<file path="config.mk">
export PLATFORM = sky130hd
export DESIGN_NAME = mem_bridge
export DESIGN_NICKNAME = d
export VERILOG_FILES = /design/src/rtl/mem_pkg.sv /design/src/rtl/mem_wbuf.sv /design/src/rtl/mem_bridge.sv
export SDC_FILE = /design/constraint.sdc
export NUM_CORES = 1
export LEC_CHECK = 0
export ABC_AREA = 0
export CORE_MARGIN = 2
export CORE_UTILIZATION = 60
export CTS_BUF_LIST = sky130_fd_sc_hd__clkbuf_8
export DETAILED_ROUTE_END_ITERATION = 12
export DONT_BUFFER_PORTS = 1
export HOLD_SLACK_MARGIN = 0.12
export PLACE_DENSITY_LB_ADDON = 0.12
export SETUP_SLACK_MARGIN = 0.3
export SLEW_MARGIN = 20
export SYNTH_ARGS = -nofsm -noshare
export SYNTH_HDL_FRONTEND = slang
export SYNTH_SLANG_ARGS = --single-unit
</file>
<file path="constraint.sdc">
create_clock -name clk -period 10.1 [get_ports clk]
set_input_delay 3.03 -clock clk [delete_from_list [all_inputs] [get_ports clk]]
set_output_delay 3.03 -clock clk [all_outputs]
set_load 0.005 [all_outputs]
</file>
<file path="src/rtl/mem_pkg.sv">
// Shared command/state types and the IO address map for the cpu memory bridge.
package mem_pkg;

  typedef enum logic [1:0] {
    MNONE  = 2'b00,
    MREAD  = 2'b01,
    MWRITE = 2'b10
  } mem_cmd_t;

  typedef enum logic [1:0] {
    IDLE    = 2'b00,
    RD_WAIT = 2'b01,
    DRAIN   = 2'b10
  } bridge_state_t;

  localparam logic [8:0] LED_ADDR = 9'h100;
  localparam logic [8:0] SW_ADDR  = 9'h140;

  // The unused encoding 2'b11 behaves exactly like no command.
  function automatic mem_cmd_t decode_cmd(input logic [1:0] raw);
    case (raw)
      2'b01:   return MREAD;
      2'b10:   return MWRITE;
      default: return MNONE;
    endcase
  endfunction

endpackage

</file>
<file path="src/rtl/mem_wbuf.sv">
// Circular FIFO of posted {addr,data} RAM writes. The age-ordered entry view
// (index 0 = oldest) exists only when MEM_BRIDGE_WR_FWD_EN is defined.
module mem_wbuf #(
  parameter int DEPTH = 4,
  parameter int AW    = 9,
  parameter int DW    = 16
) (
  input  logic                   clk,
  input  logic                   reset_n,
  input  logic                   push,
  input  logic [AW-1:0]          push_addr,
  input  logic [DW-1:0]          push_data,
  input  logic                   pop,
  output logic [AW-1:0]          head_addr,
  output logic [DW-1:0]          head_data,
  output logic                   full,
  output logic                   empty,
  output logic [$clog2(DEPTH):0] count
`ifdef MEM_BRIDGE_WR_FWD_EN
  ,
  output logic [DEPTH-1:0]       view_valid,
  output logic [AW-1:0]          view_addr [DEPTH],
  output logic [DW-1:0]          view_data [DEPTH]
`endif
);

  localparam int PW = $clog2(DEPTH);
  localparam int CW = PW + 1;

  logic [PW-1:0] wr_ptr_q, wr_ptr_d;
  logic [PW-1:0] rd_ptr_q, rd_ptr_d;
  logic [CW-1:0] count_q, count_d;
  logic [AW-1:0] addr_mem [DEPTH];
  logic [DW-1:0] data_mem [DEPTH];

  // Pointers are exactly PW bits wide, so they wrap modulo DEPTH for free.
  always_comb begin
    wr_ptr_d = wr_ptr_q + PW'(push);
    rd_ptr_d = rd_ptr_q + PW'(pop);
    count_d  = count_q + CW'(push) - CW'(pop);
  end

  always_ff @(posedge clk or negedge reset_n) begin
    if (!reset_n) begin
      wr_ptr_q <= '0;
      rd_ptr_q <= '0;
      count_q  <= '0;
    end else begin
      wr_ptr_q <= wr_ptr_d;
      rd_ptr_q <= rd_ptr_d;
      count_q  <= count_d;
    end
  end

  always_ff @(posedge clk) begin
    if (push) begin
      addr_mem[wr_ptr_q] <= push_addr;
      data_mem[wr_ptr_q] <= push_data;
    end
  end

  assign head_addr = addr_mem[rd_ptr_q];
  assign head_data = data_mem[rd_ptr_q];
  assign full      = (count_q == CW'(DEPTH));
  assign empty     = (count_q == '0);
  assign count     = count_q;

`ifdef MEM_BRIDGE_WR_FWD_EN
  always_comb begin
    for (int i = 0; i < DEPTH; i++) begin
      view_valid[i] = (CW'(i) < count_q);
      view_addr[i]  = addr_mem[rd_ptr_q + PW'(i)];
      view_data[i]  = data_mem[rd_ptr_q + PW'(i)];
    end
  end
`endif

endmodule

</file>
<file path="src/rtl/mem_bridge.sv">
// cpu memory/IO bridge: posted write buffer in front of a 512x16 sync RAM plus
// LED/switch registers. Define MEM_BRIDGE_WR_FWD_EN to forward buffered writes to reads.
module mem_bridge
  import mem_pkg::*;
#(
  parameter int DEPTH = 4,
  parameter int AW    = 9,
  parameter int DW    = 16
) (
  input  logic          clk,
  input  logic          reset_n,
  input  logic [1:0]    mem_cmd,
  input  logic [AW-1:0] mem_addr,
  input  logic [DW-1:0] din_ram,
  output logic [DW-1:0] read_mem,
  output logic          mem_ready,
  output logic [AW-1:0] ram_addr,
  output logic [DW-1:0] ram_wdata,
  output logic          ram_we,
  output logic          ram_re,
  input  logic [DW-1:0] ram_rdata,
  input  logic [7:0]    sw_in,
  output logic [7:0]    led_out
);

  // Handshake: a command (MREAD/MWRITE) transfers on a posedge where mem_ready
  // is high; while mem_ready is low the cpu keeps mem_cmd/mem_addr/din_ram stable.

  bridge_state_t   state_q, state_d;
  logic [DW-1:0]   read_mem_q, read_mem_d;
  logic [7:0]      led_q, led_d;
  mem_cmd_t        cmd;
  logic            is_led, is_sw, wr_ram, rd_ram;
  logic            wb_push, wb_pop, wb_full, wb_empty;
  logic [AW-1:0]   wb_head_addr;
  logic [DW-1:0]   wb_head_data;
  logic [$clog2(DEPTH):0] wb_count;

  assign cmd    = decode_cmd(mem_cmd);
  assign is_led = (mem_addr == AW'(LED_ADDR));
  assign is_sw  = (mem_addr == AW'(SW_ADDR));
  assign wr_ram = (cmd == MWRITE) && !is_led;
  assign rd_ram = (cmd == MREAD) && !is_sw;

`ifdef MEM_BRIDGE_WR_FWD_EN
  logic [DEPTH-1:0] wb_view_valid;
  logic [AW-1:0]    wb_view_addr [DEPTH];
  logic [DW-1:0]    wb_view_data [DEPTH];
  logic             fwd_hit;
  logic [DW-1:0]    fwd_data;

  // Scan oldest to youngest so the youngest matching entry wins.
  always_comb begin
    fwd_hit  = 1'b0;
    fwd_data = '0;
    for (int i = 0; i < DEPTH; i++) begin
      if (wb_view_valid[i] && (wb_view_addr[i] == mem_addr)) begin
        fwd_hit  = 1'b1;
        fwd_data = wb_view_data[i];
      end
    end
  end
`endif

  mem_wbuf #(.DEPTH(DEPTH), .AW(AW), .DW(DW)) u_wbuf (
    .clk       (clk),
    .reset_n   (reset_n),
    .push      (wb_push),
    .push_addr (mem_addr),
    .push_data (din_ram),
    .pop       (wb_pop),
    .head_addr (wb_head_addr),
    .head_data (wb_head_data),
    .full      (wb_full),
    .empty     (wb_empty),
    .count     (wb_count)
`ifdef MEM_BRIDGE_WR_FWD_EN
    ,
    .view_valid(wb_view_valid),
    .view_addr (wb_view_addr),
    .view_data (wb_view_data)
`endif
  );

  always_comb begin
    state_d    = state_q;
    read_mem_d = read_mem_q;
    led_d      = led_q;
    mem_ready  = 1'b0;
    ram_re     = 1'b0;
    wb_push    = 1'b0;
    wb_pop     = 1'b0;
    case (state_q)
      IDLE: begin
        mem_ready = !(wr_ram && wb_full);
`ifndef MEM_BRIDGE_WR_FWD_EN
        if (rd_ram && !wb_empty) begin
          mem_ready = 1'b0;
          state_d   = DRAIN;
        end
`endif
        if (mem_ready && (cmd == MWRITE)) begin
          if (is_led) led_d = din_ram[7:0];
          else        wb_push = 1'b1;
        end
        if (mem_ready && (cmd == MREAD)) begin
          if (is_sw) read_mem_d = DW'(sw_in);
`ifdef MEM_BRIDGE_WR_FWD_EN
          else if (fwd_hit) read_mem_d = fwd_data;
`endif
          else begin
            ram_re  = 1'b1;
            state_d = RD_WAIT;
          end
        end
        // An issued read owns the RAM port this cycle.
        wb_pop = !wb_empty && !ram_re;
      end
      RD_WAIT: begin
        read_mem_d = ram_rdata;
        state_d    = IDLE;
      end
      DRAIN: begin
        if (wb_count == '0) state_d = IDLE;
        else                wb_pop  = 1'b1;
      end
      default: state_d = IDLE;
    endcase
  end

  always_ff @(posedge clk or negedge reset_n) begin
    if (!reset_n) begin
      state_q    <= IDLE;
      read_mem_q <= '0;
      led_q      <= '0;
    end else begin
      state_q    <= state_d;
      read_mem_q <= read_mem_d;
      led_q      <= led_d;
    end
  end

  assign read_mem  = read_mem_q;
  assign led_out   = led_q;
  assign ram_we    = wb_pop;
  assign ram_addr  = ram_re ? mem_addr : wb_head_addr;
  assign ram_wdata = wb_head_data;

endmodule

</file>
==> results.cfg, run 1 <==
[placed_design]
dp_hpwl_mm = 5.617
port_buffers = 0
place_area_um2 = 5345
gp_congestion = 0.7202

[synth]
synth_cells = 254
synth_compound_area_share_pct = 3.723
synth.area.top_cells = edfxtp_1 58%, dfrtp_1 16%, mux4_2 11%, mux2_2 3.7%, o221a_2 1.7%
synth_cell_type_count = 36
async_reset_ff_share_pct = 24.81
yosysWarnings = 0
synth_top_area_share_pct = 57.65
synth_top_family_by_area = multiplexers
ys_seq_elements = 133
synthXorXnorAreaFrac_pct = 0.6726
yosysSeqAreaShare_pct = 73.50
synthFlopType = edfxtp_1
syn_avg_cell_area_um2 = 20.51
synth_simple_gate_area_share_pct = 4.972
synth-edff-count = 100
syn_nets = 312
synth_mux_area_share_pct = 14.48
syn_area_um2 = 5209
synthAdderAreaFrac_pct = 1.345
synth_area_leader_cell = edfxtp_1

[cells_and_area]
diodes = 0
fin_util_pct = 68.91
drive_gt1_share_pct = 35.46
postLayoutCellArea_um2 = 5719
fillers = 521
multi_input_area_um2 = 1334
register_area_um2 = 3830
nNetsFinal = 327
syn_to_final_growth_pct = 9.801

[clock_tree]
cts_tree = yes
cts.clk_slew.worst_paths_ps = 70
clk_path_buf_depth = 2
clock-root-buffer = clkbuf_8
holdBufCountCts = 0
post_cts_resized = 0
cts_setup_buffers = 0
cts_htree_levels = 4
numClockSinks = 133
cts_buffers = 17
clkLatencyLatePin_ps = 410

[floorplanning]
fp.dieW_um = 97.18
die_h_um = 97.18
io_pins = 105
core_um2 = 8299
initial_core_util_pct = 62.76
rows = 33
die-area_um2 = 9443

[timing]
fmax_mhz = 138.4
tightest_slew_ps = 900.4
rsz0062_at_grt = no
setup_viol = 0
finalSetupTns_ps = 0
drv_slew = 0
whs_ps = 522.9
fin_crit_ps = 7225
final_hold_viol_count = 0
slew_headroom_pct = 39.97
period_share_pct = 71.53
worst_clock_skew_ps = 11.76

[drt]
vias = 2389
route.met3.wl_um = 653
drc = 0
dr.pass1.iters = 4
via_per_inst = 6.173
ant_nets = 0
routed_wl_mm = 8.694
m1WireLength_mm = 3.651
initialDrtViolationCount = 83
routed-wl-met2_mm = 4.303
top_layer = met4
wire_per_inst_um = 22.47

[worst_setup_path]
end_kind = output pin
rr_endpoint = u_wbuf.count[2]
cp-startpoint = mem_cmd[0]
reg2regPathDepth = 8
critPathRequiredTime_ps = 7070
cp_max_fo = 10
cp-endpoint = ram_addr[7]
start_kind = input pin
reg2reg_slack_ps = 7500
path_class = in -> out
crit_buf_inv = 0
slowest_delay_ps = 420
cp_num_cells = 4
timing.rr.start = state_q[0]
critical_path.cell_chain = nor2b_1 > nand3_1 > nor2_4 > mux2_2
cpLargestDelayFamily = simple AND/OR/NAND/NOR gates
crit_arrival_ps = 4190
cp_slowest_cell = mux2_2

[global_route]
grt_max_degree = 34
grt_pass1_wl_mm = 13.41
grt_usage_pct = 19.33
grt_pass1_vias = 2475
grt-ovfl-total = 0
antenna_found_initial = 0

[power]
leakage_nw = 2.025
p_per_area_nw_per_um2 = 245.5
p_total_mw = 1.404
peakVddDrop_uv = 168.8

[job]
cap_viol_max_count = 0

[status]
status = complete, no violations

[hold_path]
hold_class = reg -> reg
## cells in the final DEF (no fill, tap or decap), types with 3 or more instances in the layout
cell type    n
a22o_1       8
buf_4        5
clkbuf_8    19
clkinv_2     4
clkinv_4     3
dfrtp_1     32
edfxtp_1   100
ha_1         4
inv_1        6
inv_4        3
mux2_2      17
mux4_2      25
nand2b_1    10
nor2_1       6
o221a_2      8
xor2_1       3
## synth_stat cells, types with 2 or more instances
| library cell | n |
|---|---|
| xor2_1 | 3 |
| nand2b_1 | 10 |
| a22o_1 | 8 |
| o221a_2 | 8 |
| dfrtp_1 | 33 |
| nor3_1 | 3 |
| inv_1 | 5 |
| ha_1 | 4 |
| buf_4 | 2 |
| mux4_2 | 25 |
| buf_2 | 6 |
| mux2_2 | 17 |
| edfxtp_1 | 100 |
| nor2_1 | 8 |
## registers in the layout, summed over array words and instances, names as in the netlist
name / count
u_wbuf.data_mem: 64
u_wbuf.addr_mem: 36
read_mem: 16
led_out: 8
u_wbuf.count: 3
state_q: 2
u_wbuf.rd_ptr_q: 2
u_wbuf.wr_ptr_q: 2
## report_power, final
part,internal (mW),total [mW],switching (mW)
clock,0.206,0.398,0.192
sequential,0.656,0.736,0.0800
combinational,0.160,0.270,0.109
## logic make-up (layout without fill, tap and decap cells)
family / after synthesis / after routing
flip-flops: 133 / 133
multiplexers: 42 / 42
AND/OR/NAND/NOR: 36 / 36
AO/OA/AOI/OAI: 20 / 20
buffers and inverters: 14 / 42
adder cells (fa/ha/maj): 5 / 5
XOR/XNOR: 4 / 4
## cell type report
class / instances / area share [%]
multi-input cells: 107 / 23.32
clock buffers: 19 / 4.572
clock inverters: 13 / 1.860
repair buffers: 5 / 0.6563
flip-flops and latches: 133 / 66.97
inverters: 5 / 0.3282
well taps: 105 / 2.297
## worst min-delay path by stage
stage	from	cells after the start	to
after floorplan	u_wbuf.rd_ptr_q[0]	1	u_wbuf.rd_ptr_q[0]
after global placement	u_wbuf.count[2]	1	u_wbuf.count[2]
after detailed placement	read_mem[15]	1	read_mem[15]
after CTS	u_wbuf.count[2]	1	u_wbuf.count[2]
after global routing	read_mem[10]	1	read_mem[10]
final	u_wbuf.count[2]	1	u_wbuf.count[2]
## per-stage QoR
step	setup slack [ps]	instances
after floorplan	3028	254
after global placement	2871	355
after detailed placement	2860	355
after CTS	2860	387
after global routing	2797	387
final	2875	387
## metal layers
layer	global-route usage [%]	vias up
li1	-	1055
met1	25.12	1227
met2	30.13	98
met3	7.842	9
met4	6.501	0
met5	0	-
No activity file was read; power rests on OpenSTA's default activity.
==> run 2, diff against run 1 <==
==> constraint.sdc (replaced) <==
create_clock -name clk -period 6.7 [get_ports clk]
set_input_delay 2.01 -clock clk [delete_from_list [all_inputs] [get_ports clk]]
set_output_delay 2.01 -clock clk [all_outputs]
set_load 0.005 [all_outputs]
==> run 2 against run 1 <==
Net effect:
- first-iteration DRC count rose by 65%
- utilization did not move
- sequential share of layout area did not move
- sequential cell count did not move
- clock skew fell by 4.8 ps
- final cell count did not move
- sequential power rose by 51%
- critical path type unchanged
- cell area did not move
- register-to-register slack got worse by 3600 ps
- setup slack got worse by 1400 ps
==> results.cfg, run 2 (synthesis gave the netlist of run 1 again) <==
[timing]
finalSetupTns_ps = 0
setup_viol = 0
slew_headroom_pct = 29.48
worst_clock_skew_ps = 6.977
fin_crit_ps = 5190
fmax_mhz = 192.7
period_share_pct = 77.47
drv_slew = 0
rsz0062_at_grt = no
final_hold_viol_count = 0
tightest_slew_ps = 1052

[floorplanning]
die_h_um = 97.18
core_um2 = 8299
fp.dieW_um = 97.18
io_pins = 105
rows = 33
initial_core_util_pct = 62.76
die-area_um2 = 9443

[global_route]
grt_pass1_vias = 2541
grt_pass1_wl_mm = 13.60
grt-ovfl-total = 0
grt_max_degree = 34
antenna_found_initial = 0
grt_usage_pct = 19.48

[clock_tree]
cts_tree = yes
clock-root-buffer = clkbuf_8
numClockSinks = 133
post_cts_resized = 0
cts.clk_slew.worst_paths_ps = 70
clk_path_buf_depth = 2
clkLatencyLatePin_ps = 420
cts_setup_buffers = 0
holdBufCountCts = 0
cts_buffers = 17
cts_htree_levels = 4

[worst_setup_path]
end_kind = output pin
cp_max_fo = 10
slowest_delay_ps = 360
start_kind = input pin
cp_slowest_cell = nor4b_4
crit_buf_inv = 0
critPathRequiredTime_ps = 4690
path_class = in -> out
critical_path.cell_chain = nor4b_4 > and3_1 > nor2_4 > mux2_2
crit_arrival_ps = 3180
cpLargestDelayFamily = simple AND/OR/NAND/NOR gates

[drt]
route.met3.wl_um = 648
ant_nets = 0
dr.pass1.iters = 4
initialDrtViolationCount = 137
via_per_inst = 6.106
vias = 2363
routed_wl_mm = 8.622
top_layer = met4
drc = 0
m1WireLength_mm = 3.539
routed-wl-met2_mm = 4.331
wire_per_inst_um = 22.28

[power]
leakage_nw = 2.003
peakVddDrop_uv = 233.4
p_seq_share_pct = 51.9
p_total_mw = 2.130
p_per_area_nw_per_um2 = 372.5
swShare_pct = 27.03
power_switching_uw = 575.8
clkPwrFrac_pct = 29.2
internal_power_mw = 1.555
pwr-share-comb_pct = 18.9

[placed_design]
dpl.cell_count = 355
port_buffers = 0
dp_hpwl_mm = 5.457
gp_congestion = 0.7366

[hold_path]
hold_class = reg -> reg

[cells_and_area]
diodes = 0
nNetsFinal = 327
final_cells = 387
top_register = u_wbuf.data_mem
final_common_cell = edfxtp_1
largest_register_ffs = 64
final_cell_mix = 100 x edfxtp_1, 32 x dfrtp_1, 25 x mux4_2
syn_to_final_growth_pct = 9.801
drive_gt1_share_pct = 34.40

[job]
cap_viol_max_count = 0

[status]
status = complete, no violations
-- run 2: changes by cell type in the layout (fill, tap and decap cells not counted), sizes merged --
cell,delta
inv,-2
clkinv,-1
clkbuf,-2
bufinv,+1
clkinvlp,+4
-- run 2: cell type report --
type                       instances  area, um^2
clock buffer                      17       234.0
clock inverter                    15       140.1
fill                             523        2580
inverter                           5       18.77
multi-input combinational        107        1328
sequential                       133        3830
tap                              105       131.4
timing repair buffer               5       37.54
-- run 2: power by group through the flow --
stage / logic [mW] / clock network (mW) / registers, mW
floorplan: 0.398 / 0 / 1.05
global placement: 0.403 / 0 / 1.13
detailed placement: 0.412 / 0 / 1.13
CTS: 0.413 / 0.634 / 1.11
global route: 0.445 / 0.675 / 1.13
finish: 0.403 / 0.621 / 1.11
-- run 2: routing by layer --
metal	track usage, %	up-vias
met5	0	-
met4	7.801	0
met3	8.058	9
met2	30.88	90
met1	24.11	1210
li1	-	1054
-- run 2: final timing paths --
path                                  from                     to  slack (ps)  cells after the start
setup / recovery               mem_addr[4]            ram_addr[7]        1510                      4
hold / removal             u_wbuf.count[2]        u_wbuf.count[2]         520                      1
hold reg to reg            u_wbuf.count[2]        u_wbuf.count[2]         520                      1
min in group asynchronous          reset_n             led_out[6]        1280                      0
max in group asynchronous          reset_n     u_wbuf.rd_ptr_q[0]        5330                      0
setup reg to reg                state_q[0]  u_wbuf.addr_mem[0][2]        3940                      4
-- run 2: per-stage QoR --
stage / hold slack [ps] / util (%) / instance area, um^2 / setup WS, ps
detailed placement: 512.0 / 64.41 / 5345 / 1491
global placement: 488.0 / 64.41 / 5345 / 1511
floorplan: 460.7 / - / 5209 / 1668
global route: 543.2 / 68.91 / 5719 / 1430
CTS: 526.9 / 68.91 / 5719 / 1489
finish: 517.2 / 68.91 / 5719 / 1510
-- run 2: worst reg2reg max path: stages, from the launching register on --
cell,delay (ps)
dfrtp_1,440
nor4b_1,460
o211ai_1,300
nor3_2,860
buf_4,390
==> run 3, diff against run 2 <==
==> constraint.sdc (replaced) <==
create_clock -name clk -period 5.3 [get_ports clk]
set_input_delay 1.59 -clock clk [delete_from_list [all_inputs] [get_ports clk]]
set_output_delay 1.59 -clock clk [all_outputs]
set_load 0.005 [all_outputs]
==> run 3 against run 2 <==
Net effect:
- final cell count is 0.52% higher
- power is 34% higher
- routed wire length is 2.1% higher
- combinational power is 24% higher
- sequential share of layout area is 1.1 points lower
- first-iteration DRC count is 19% higher
- via count is 0.17% higher
- die area stayed put
- critical path type unchanged
- critical path depth stayed put
- non-clock buffer count is 2 higher
- largest power group unchanged
- clock power is 51% higher
==> results.cfg, run 3 (synthesis gave the netlist of run 1 again) <==
[global_route]
grt_usage_pct = 20.00
grt_pass1_vias = 2574
grt_pass1_wl_mm = 13.94
antenna_found_initial = 0
grt_max_degree = 34
grt-ovfl-total = 0

[worst_setup_path]
path_class = in -> out
timing.rr.start = state_q[0]
end_kind = output pin
cp_max_fo = 10
cp-startpoint = mem_addr[4]
start_kind = input pin
crit_arrival_ps = 2790
critPathRequiredTime_ps = 3710

[clock_tree]
cts_buffers = 17
cts.clk_slew.worst_paths_ps = 60
clock-root-buffer = clkbuf_8
holdBufCountCts = 0
cts_htree_levels = 4
post_cts_resized = 0
clkLatencyLatePin_ps = 420
cts_tree = yes
clk_path_buf_depth = 2
numClockSinks = 133
cts_setup_buffers = 0

[status]
status = complete, no violations

[cells_and_area]
final_cell_mix = 100 x edfxtp_1, 32 x dfrtp_1, 25 x mux4_2
fillers = 519
final_common_cell = edfxtp_1
postLayoutCellArea_um2 = 5818
diodes = 0
top_register = u_wbuf.data_mem
syn_to_final_growth_pct = 11.70
drive_gt1_share_pct = 36.27
largest_register_ffs = 64
nNetsFinal = 329

[timing]
setup_viol = 0
final_hold_viol_count = 0
tightest_slew_ps = 991.7
rsz0062_at_grt = no
slew_headroom_pct = 33.88
period_share_pct = 82.61
finalSetupTns_ps = 0
fmax_mhz = 228.4
worst_clock_skew_ps = 10.18
drv_slew = 0
fin_crit_ps = 4378

[floorplanning]
io_pins = 105
die_h_um = 97.18
core_um2 = 8299
initial_core_util_pct = 62.76
rows = 33
fp.dieW_um = 97.18
die-area_um2 = 9443

[placed_design]
place_area_um2 = 5360
dp_hpwl_mm = 5.602
gp_congestion = 0.6982
port_buffers = 0

[drt]
dr.pass1.iters = 4
routed_wl_mm = 8.802
ant_nets = 0
initialDrtViolationCount = 163
drc = 0
vias = 2367
via_per_inst = 6.085
wire_per_inst_um = 22.63

[power]
leakage_nw = 2.073
peakVddDrop_uv = 249.4
p_per_area_nw_per_um2 = 490.5

[job]
cap_viol_max_count = 0

[hold_path]
hold_class = reg -> reg
hp-start = u_wbuf.count[2]
==> run 3: final timing paths <==
path | to | slack (ps) | depth (start not counted)
setup / recovery | ram_addr[7] | 920 | 4
hold / removal | u_wbuf.count[2] | 510 | 1
setup reg to reg | u_wbuf.data_mem[3][5] | 2550 | 6
hold reg to reg | u_wbuf.count[2] | 510 | 1
max in group asynchronous | u_wbuf.wr_ptr_q[0] | 4360 | 0
min in group asynchronous | read_mem[13] | 850 | 0
==> run 3: critical path: stages <==
cell	delay [ps]
nor4b_4	360
and3_1	360
nor2_4	140
mux2_2	320
==> run 3: per-stage QoR <==
step	power [mW]	instances	setup slack, ps	hold WS, ps	util, %
after CTS	2.892	389	899.6	518.1	70.10
after global placement	1.941	357	940.8	485.2	64.59
after detailed placement	1.955	357	916.8	505.2	64.59
after global routing	2.998	389	845.2	543.2	70.10
final	2.854	389	921.5	508.7	70.10
after floorplan	1.828	254	992.8	460.7	-
==> run 3: layer usage <==
layer	track usage (%)	vias up	share of wire, %
li1	-	1060	-
met2	31.09	82	50
met1	25.56	1217	41
met4	7.151	0	1.1
met5	0	-	0
met3	8.561	8	7.3
==> run 3: area by class of cell <==
cell class	instances	area, um^2	area share (%)
inverter	5	18.77	0.3226
timing repair buffer	7	52.55	0.9032
clock buffer	21	289.0	4.968
sequential	133	3830	65.83
multi-input combinational	107	1328	22.82
clock inverter	11	168.9	2.903
tap	105	131.4	2.258
==> run 3: power by group <==
part | leakage [nW] | internal (mW) | switching, mW
Sequential | 1.33 | 1.25 | 0.169
Combinational | 0.504 | 0.310 | 0.191
Clock | 0.237 | 0.565 | 0.369
Total | 2.07 | 2.12 | 0.729
